`config.mk`:
```
export PLATFORM = sky130hd
export DESIGN_NAME = multicycle_controller
export DESIGN_NICKNAME = d
export VERILOG_FILES = /design/src/rtl/multicycle_controller.sv
export SDC_FILE = /design/constraint.sdc
export NUM_CORES = 1
export LEC_CHECK = 0
export ABC_AREA = 1
export CORE_MARGIN = 10
export CORE_UTILIZATION = 38
export DETAILED_ROUTE_END_ITERATION = 6
export PLACE_DENSITY_LB_ADDON = 0.08
export SYNTH_ARGS = -nofsm -noshare
export SYNTH_HDL_FRONTEND = slang
export SYNTH_SLANG_ARGS = --single-unit
```
`constraint.sdc`:
```
create_clock -name Clk -period 2.6 [get_ports Clk]
set_clock_uncertainty 0.1 [all_clocks]
set_input_delay 0.52 -clock Clk [delete_from_list [all_inputs] [get_ports Clk]]
set_output_delay 0.52 -clock Clk [all_outputs]
set_load 0.03 [all_outputs]
```
`src/rtl/multicycle_controller.sv`:
```
// Multicycle MIPS-style control FSM: one state per datapath phase, with a
// bounded memory-handshake wait and a sticky ERROR state for faults.
module multicycle_controller #(
  parameter int MEM_TIMEOUT = 15,
  parameter bit SUBWORD_EN  = 1'b1
) (
  input  logic        Clk,
  input  logic        Rst,
  input  logic [31:0] Instruction,
  input  logic        MemReady,
  input  logic        TakeBranch,
  output logic        PCWrite,
  output logic        IRWrite,
  output logic        RegWrite,
  output logic        MemRead,
  output logic        MemWrite,
  output logic        IorD,
  output logic        ALUSrcA,
  output logic [1:0]  ALUSrcB,
  output logic [1:0]  ALUOp,
  output logic [1:0]  RegDst,
  output logic [1:0]  MemtoReg,
  output logic [1:0]  PCSource,
  output logic [1:0]  MemSize,
  output logic [3:0]  State,
  output logic        Debug
);

  typedef enum logic [3:0] {
    S_FETCH   = 4'd0,
    S_DECODE  = 4'd1,
    S_MEMADDR = 4'd2,
    S_MEMRD   = 4'd3,
    S_MEMWB   = 4'd4,
    S_MEMWR   = 4'd5,
    S_EXEC    = 4'd6,
    S_ALUWB   = 4'd7,
    S_BRANCH  = 4'd8,
    S_JUMP    = 4'd9,
    S_ERROR   = 4'd10
  } state_t;

  localparam int CW = (MEM_TIMEOUT < 2) ? 1 : $clog2(MEM_TIMEOUT + 1);
  localparam logic [CW-1:0] CNT_LAST = (MEM_TIMEOUT > 0) ? CW'(MEM_TIMEOUT - 1) : '0;
  localparam logic [CW-1:0] CNT_MAX  = '1;

  state_t        state, next_state;
  logic [CW-1:0] wait_cnt;
  logic [5:0]    opcode, funct;
  logic          is_load, wait_state, timeout;
  logic [1:0]    size_op;
  logic          unused_bits;

  assign opcode      = Instruction[31:26];
  assign funct       = Instruction[5:0];
  assign unused_bits = ^Instruction[25:6];
  assign is_load     = (opcode == 6'b100011) || (opcode == 6'b100000) || (opcode == 6'b100001);
  assign wait_state  = (state == S_FETCH) || (state == S_MEMRD) || (state == S_MEMWR);
  assign timeout     = (MEM_TIMEOUT > 0) && wait_state && !MemReady && (wait_cnt == CNT_LAST);

  always_comb begin
    case (opcode)
      6'b100000, 6'b101000: size_op = 2'b00;
      6'b100001, 6'b101001: size_op = 2'b01;
      default:              size_op = 2'b10;
    endcase
  end

  always_ff @(posedge Clk or posedge Rst) begin
    if (Rst) state <= S_FETCH;
    else     state <= next_state;
  end

  // Counts only while parked in a wait state; any transition (including entry) clears it.
  always_ff @(posedge Clk or posedge Rst) begin
    if (Rst) begin
      wait_cnt <= '0;
    end else if (wait_state && (next_state == state) && !MemReady) begin
      if (wait_cnt != CNT_MAX) wait_cnt <= wait_cnt + CW'(1);
    end else begin
      wait_cnt <= '0;
    end
  end

  always_comb begin
    next_state = state;
    PCWrite    = 1'b0;
    IRWrite    = 1'b0;
    RegWrite   = 1'b0;
    MemRead    = 1'b0;
    MemWrite   = 1'b0;
    IorD       = 1'b0;
    ALUSrcA    = 1'b0;
    ALUSrcB    = 2'b00;
    ALUOp      = 2'b00;
    RegDst     = 2'b00;
    MemtoReg   = 2'b00;
    PCSource   = 2'b00;
    MemSize    = 2'b00;
    case (state)
      S_FETCH: begin
        MemRead = 1'b1;
        MemSize = 2'b10;
        ALUSrcB = 2'b01;
        IRWrite = MemReady;
        PCWrite = MemReady;
        if (MemReady) next_state = S_DECODE;
      end
      S_DECODE: begin
        ALUSrcB = 2'b11;
        case (opcode)
          6'b000000: next_state = (funct == 6'b001000) ? S_JUMP : S_EXEC;
          6'b001000, 6'b001010, 6'b001100, 6'b001101, 6'b001110: next_state = S_EXEC;
          6'b100011, 6'b101011: next_state = S_MEMADDR;
          6'b100000, 6'b100001, 6'b101000, 6'b101001:
            next_state = SUBWORD_EN ? S_MEMADDR : S_ERROR;
          6'b000001, 6'b000100, 6'b000101, 6'b000110, 6'b000111: next_state = S_BRANCH;
          6'b000010, 6'b000011: next_state = S_JUMP;
          default: next_state = S_ERROR;
        endcase
      end
      S_MEMADDR: begin
        ALUSrcA    = 1'b1;
        ALUSrcB    = 2'b10;
        next_state = is_load ? S_MEMRD : S_MEMWR;
      end
      S_MEMRD: begin
        MemRead = 1'b1;
        IorD    = 1'b1;
        MemSize = size_op;
        if (MemReady) next_state = S_MEMWB;
      end
      S_MEMWB: begin
        RegWrite   = 1'b1;
        MemtoReg   = 2'b01;
        next_state = S_FETCH;
      end
      S_MEMWR: begin
        MemWrite = 1'b1;
        IorD     = 1'b1;
        MemSize  = size_op;
        if (MemReady) next_state = S_FETCH;
      end
      S_EXEC: begin
        ALUSrcA = 1'b1;
        if (opcode == 6'b000000) begin
          ALUSrcB = 2'b00;
          ALUOp   = 2'b10;
        end else begin
          ALUSrcB = 2'b10;
          ALUOp   = 2'b11;
        end
        next_state = S_ALUWB;
      end
      S_ALUWB: begin
        RegWrite   = 1'b1;
        RegDst     = (opcode == 6'b000000) ? 2'b01 : 2'b00;
        next_state = S_FETCH;
      end
      S_BRANCH: begin
        ALUSrcA    = 1'b1;
        ALUOp      = 2'b01;
        PCSource   = 2'b01;
        PCWrite    = TakeBranch;
        next_state = S_FETCH;
      end
      S_JUMP: begin
        PCWrite = 1'b1;
        if (opcode == 6'b000000) begin
          PCSource = 2'b11;
        end else begin
          PCSource = 2'b10;
          if (opcode == 6'b000011) begin
            RegWrite = 1'b1;
            RegDst   = 2'b10;
            MemtoReg = 2'b10;
          end
        end
        next_state = S_FETCH;
      end
      S_ERROR: next_state = S_ERROR;
      default: next_state = S_ERROR;
    endcase
    if (timeout) next_state = S_ERROR;
  end

  assign State = state;
  assign Debug = (state == S_ERROR);

endmodule

```
; ---- After elaboration in Yosys (flattened, before gate mapping)
; Index checks and enable logic that the tools add are counted.
[classes]
n_addsub = 1
eq_ne = 33
muxes = 32
reduce_logical = 22
[op_table]
columns = operator, n
row1 = "== test 6 x 4 -> 1 bit, second input constant", 6
row2 = "== test 6 bit, second input constant", 6
row3 = two-way mux 4 bit, 7
row4 = case mux 4 bit (7 select lines), 1
row5 = "== test 6 x 3 -> 1 bit, second input constant", 4
row6 = case mux 2 bit (2 select lines), 6
row7 = case mux 4 bit (5 select lines), 1
row8 = "== test 4 x 3 -> 1 bit, second input constant", 4
row9 = "== test 4 bit, second input constant", 4
row10 = "== test 6 x 2 -> 1 bit, second input constant", 2
row11 = OR reduction 2 bit, 6
row12 = two-way mux 1 bit, 10
row13 = OR reduction 5 bit, 2
row14 = "== test 4 x 2 -> 1 bit, second input constant", 2
row15 = case mux 2 bit (4 select lines), 1
row16 = "== test 6 x 1 -> 1 bit, second input constant", 1
row17 = zero test 6 bit, 1
row18 = two-way mux 2 bit, 3
row19 = OR reduction 6 bit, 1
row20 = "adder 4 x 1 -> 4 bit, second input constant", 1
row21 = "== test 4 x 1 -> 1 bit, second input constant", 1
row22 = == test 4 bit, 1
row23 = logical AND 1 bit, 4
row24 = zero test 4 bit, 1
row25 = 9 further kinds, 12
[word_totals]
regBits = 8
out_inout_bits = 24

; ---- Depth between registers and ports, before layout
[logic_depth]
word_depth = 10
mapped_depth = 9
mapped_depth_nobuf = 9

; ---- Worst setup path before layout
; Ideal clock, no wire load.
[synth_path]
path_kind = reg-to-output
startpoint = reg state[3], in the netlist State[3]
endpoint = out PCSource[0]
t_arrival_ps = 1918
required_time_ps = 1980
setup_slack_ps = 62
path_stages_with_launch = 7
path_cell_list = dfrtp_1 inv_2 nor2_1 inv_2 nor2_4 inv_1 o21ai_0
[synth_between]
elab_chain_cells = 2
elab_cells_between_ends = 3
cone_classes = eq/ne: 2 / mux: 1
[synth_lines]
columns = item, line
row1 = start: declaration, 47  ; state_t state, next_state;
row2 = start signal: assignment, 71  ; else state <= next_state;
row3 = == test 4 bit, 100  ; case (state)
row4 = case mux 2 bit (2 select lines) *, 100
row5 = end: declaration, 23  ; output logic [1:0] PCSource,
; Mark *: on every way between the ends. The rest lies on a longest branch, timed or not.

; ---- Final worst setup path
[layout_path]
startpoint = in Instruction[31]
endpoint = out RegWrite
[layout_between]
elab_chain_cells = 4
elab_cells_between_ends = 5
cone_classes = eq/ne: 1 / mux: 3 / reduce/logical: 1
[layout_lines]
columns = item, line
row1 = start: declaration, 9  ; input logic [31:0] Instruction,
row2 = == test 6 x 2 -> 1 bit, 173  ; if (opcode == 6'b000011) begin
row3 = two-way mux 1 bit, 173
row4 = two-way mux 1 bit *, 169  ; if (opcode == 6'b000000) begin
row5 = case mux 1 bit (2 select lines) *, 100
row6 = end: declaration, 14  ; output logic RegWrite,
; Marked as above.

==> impl_metrics.yaml <==
floorplanning:
  ioPinCount: 60
  initial_core_util: 0.400
  core-area_um2: 2210
  floorplan.die_area_um2: 4660
  die-width_um: 68.3
  chipHeight_um: 68.3
  floorplan.rows: 17
global_routing:
  grt-ovfl-total: 0
  first_global_vias: 930
  grt_start_max_net_pins: 10
  grt_first_pass_wirelength_um: 4120
  global_route.usage.total: 0.110
  antenna_found_initial: 0
detailed_routing:
  drc: 0
  final_antenna_net_count: 0
  dr_total_vias: 978
  routed_wl_um: 2540
  drt_iter0_drc: 78
  post_drt_wl_per_cell_um: 12.0
  route.detailed.vias_per_inst: 4.64
  firstDrtPassIters: 4
worst_setup_path:
  timing.critical_path.arrival_ps: 1830
  critPathMaxFanout: 2
  critPathCaptureType: "output port"
  req_time_crit_path_ps: 1980
  worstSetupPathType: "input pin to output port"
  setup.worst_path.start_class: "input pin"
placement:
  numPortBuffers: 39
  gp_congestion: 0.861
  placement.setup.worst_slack_ps: 82.3
  postPlaceCellArea_um2: 1330
  dp.final_hpwl_um: 2260
clock_network:
  clk_path_buf_depth: 2
  clock-sinks: 8
  htree_num_levels: 1
  post_cts_resize_count: 1
  ctsRootBufferMaster: "sky130_fd_sc_hd__clkbuf_4"
  tritoncts: "built"
  insertion_delay_ps: 240
  holdBufCountCts: 0
  cts_made_buffers: 3
  clkTransAtPathRegs_ps: 50
  post_cts_setup_repair_buffer_count: 0
sta:
  rsz0062_at_grt: "false"
  postLayoutSetupSlackWorst_ps: 153
  tns_ps: 0
  fmaxAchievable_mhz: 409
  report.final.slew_viol_count: 0
  finalSetupViolations: 0
  min_period_ps: 2450
  tightest_slew_ps: 340
  final.period_utilization: 0.941
  timing.final.hold_violations: 0
  max-slew-margin-rel: 0.773
cells_and_area:
  mostFrequentLayoutCell: "sky130_fd_sc_hd__nor2_1"
  fillers: 214
  finalCoreUtilization: 0.619
  nets: 223
  postLayoutCellArea_um2: 1370
  layout.cells.most_common_list: "sky130_fd_sc_hd__nor2_1 (24), sky130_fd_sc_hd__inv_1 (23), sky130_fd_sc_hd__clkdlybuf4s50_1 (21)"
  syn2layout_area_growth_pct: 54.9
  antenna_cells_inserted: 0
  drive_above_1_share: 0.246
hold_path:
  min_path_type: "input pin to asynchronous set/reset pin"
pwr:
  power.static_leakage_nw: 0.779
  pwr_density_cell_nw_per_um2: 1040
  vdd_drop_max_v: 0.000736
logic_synthesis:
  ys_ff_latch: 8
  synth_top_cells_by_area: "sky130_fd_sc_hd__dfrtp_1 (23%), sky130_fd_sc_hd__nor2_1 (10%), sky130_fd_sc_hd__inv_1 (9.8%)"
  syn_inst: 135
  post_synth.cell_area_avg_um2: 6.55
  yosys_warnings: 0
  synthDominantCellAreaShare: 0.226
  yosys.area.top_type: "sky130_fd_sc_hd__dfrtp_1"
  netlist-cell-type-count: 27
  synth_seq_area_share: 0.226
  synthesis.nets: 173
  netlist_area_um2: 885
job:
  cap_viol_max_count: 0
status:
  status: "completed"
worst max-delay path, stage by stage:
cell                              delay [ps]
sky130_fd_sc_hd__clkdlybuf4s50_1         420
sky130_fd_sc_hd__nor2_1                  150
sky130_fd_sc_hd__nand2_1                 100
sky130_fd_sc_hd__nor3_2                  160
sky130_fd_sc_hd__nand3_1                 140
sky130_fd_sc_hd__inv_2                    80
sky130_fd_sc_hd__nor2_1                   40
sky130_fd_sc_hd__nand2_1                  60
sky130_fd_sc_hd__buf_4                   160
metrics by stage:
stage	total power, mW	hold slack (ps)	cells
4_1_cts	1.45	409	211
6_report	1.42	408	211
3_5_place_dp	1.36	503	208
3_3_place_gp	1.35	504	208
5_1_grt	1.54	428	211
2_1_floorplan	0.945	236	135
cells in the mapped netlist:
cell                        number
sky130_fd_sc_hd__o21ai_0         7
sky130_fd_sc_hd__nand3_4         3
sky130_fd_sc_hd__a31oi_1         2
sky130_fd_sc_hd__inv_1          23
sky130_fd_sc_hd__nand3_2         2
sky130_fd_sc_hd__nor3_4          1
sky130_fd_sc_hd__nor3_1          2
sky130_fd_sc_hd__clkinv_2        1
sky130_fd_sc_hd__a21boi_0        1
sky130_fd_sc_hd__a21oi_1         4
sky130_fd_sc_hd__o2111ai_1       1
sky130_fd_sc_hd__inv_2           5
sky130_fd_sc_hd__dfrtp_1         8
sky130_fd_sc_hd__ha_1            2
sky130_fd_sc_hd__nand2_2         2
sky130_fd_sc_hd__nand2_4         2
sky130_fd_sc_hd__nor2_2          6
sky130_fd_sc_hd__a211oi_1        2
sky130_fd_sc_hd__nand4_1         1
sky130_fd_sc_hd__nor2_1         24
sky130_fd_sc_hd__o21ai_1         1
sky130_fd_sc_hd__nand2_1        18
sky130_fd_sc_hd__nand3_1        12
sky130_fd_sc_hd__xor2_1          1
sky130_fd_sc_hd__nand3b_1        1
sky130_fd_sc_hd__buf_6           1
sky130_fd_sc_hd__nor2_4          2
cell families (layout without fill, tap and decap cells):
| group | Yosys count | count (layout) | synth area share |
|---|---|---|---|
| compound gates | 18 | 18 | 0.117 |
| buf+inv | 30 | 78 | 0.137 |
| fa+ha+maj | 2 | 2 | 0.0283 |
| simple gates | 76 | 76 | 0.481 |
| flops | 8 | 8 | 0.226 |
| xor+xnor | 1 | 1 | 0.00990 |
final cells by class:
type	instances	area, um2	area share
Tap cell	28	35.0	0.0256
Inverter	29	110	0.0804
Sequential cell	8	200	0.146
Clock buffer	3	22.5	0.0164
Timing Repair Buffer	46	434	0.317
Multi-Input combinational cell	97	568	0.415
power breakdown:
group	internal (mW)	leakage, nW	switching, mW
combinational	0.419	0.658	0.698
clock	0.0523	0.0138	0.0349
sequential	0.161	0.107	0.0535
total	0.633	0.779	0.786
flip-flops by register name, indices dropped and copies added (netlist names):
register	count
wait_cnt	4
State	4
layer usage:
layer  global-route usage  vias up  share of wire
met5                    0        -              0
met1                0.134      425           0.46
met4               0.0452        0         0.0059
met3               0.0326        2          0.091
met2                0.178       27           0.45
li1                     -      524              -
path summary, 6_finish.rpt:
check,from,to,slack [ps],cells after the start
worst max register to register,State[1]$_DFF_PP0_,State[0]$_DFF_PP0_,980,7
min in group Clk,wait_cnt[3]$_DFFE_PP0P_,wait_cnt[3]$_DFFE_PP0P_,510,2
worst max-delay path,Instruction[31],RegWrite,150,9
worst min-delay path,Rst,State[0]$_DFF_PP0_,410,2
worst min register to register,wait_cnt[3]$_DFFE_PP0P_,wait_cnt[3]$_DFFE_PP0P_,510,2
max in group asynchronous,Rst,wait_cnt[1]$_DFFE_PP0P_,1770,2
(Power assumes the default switching activity.)
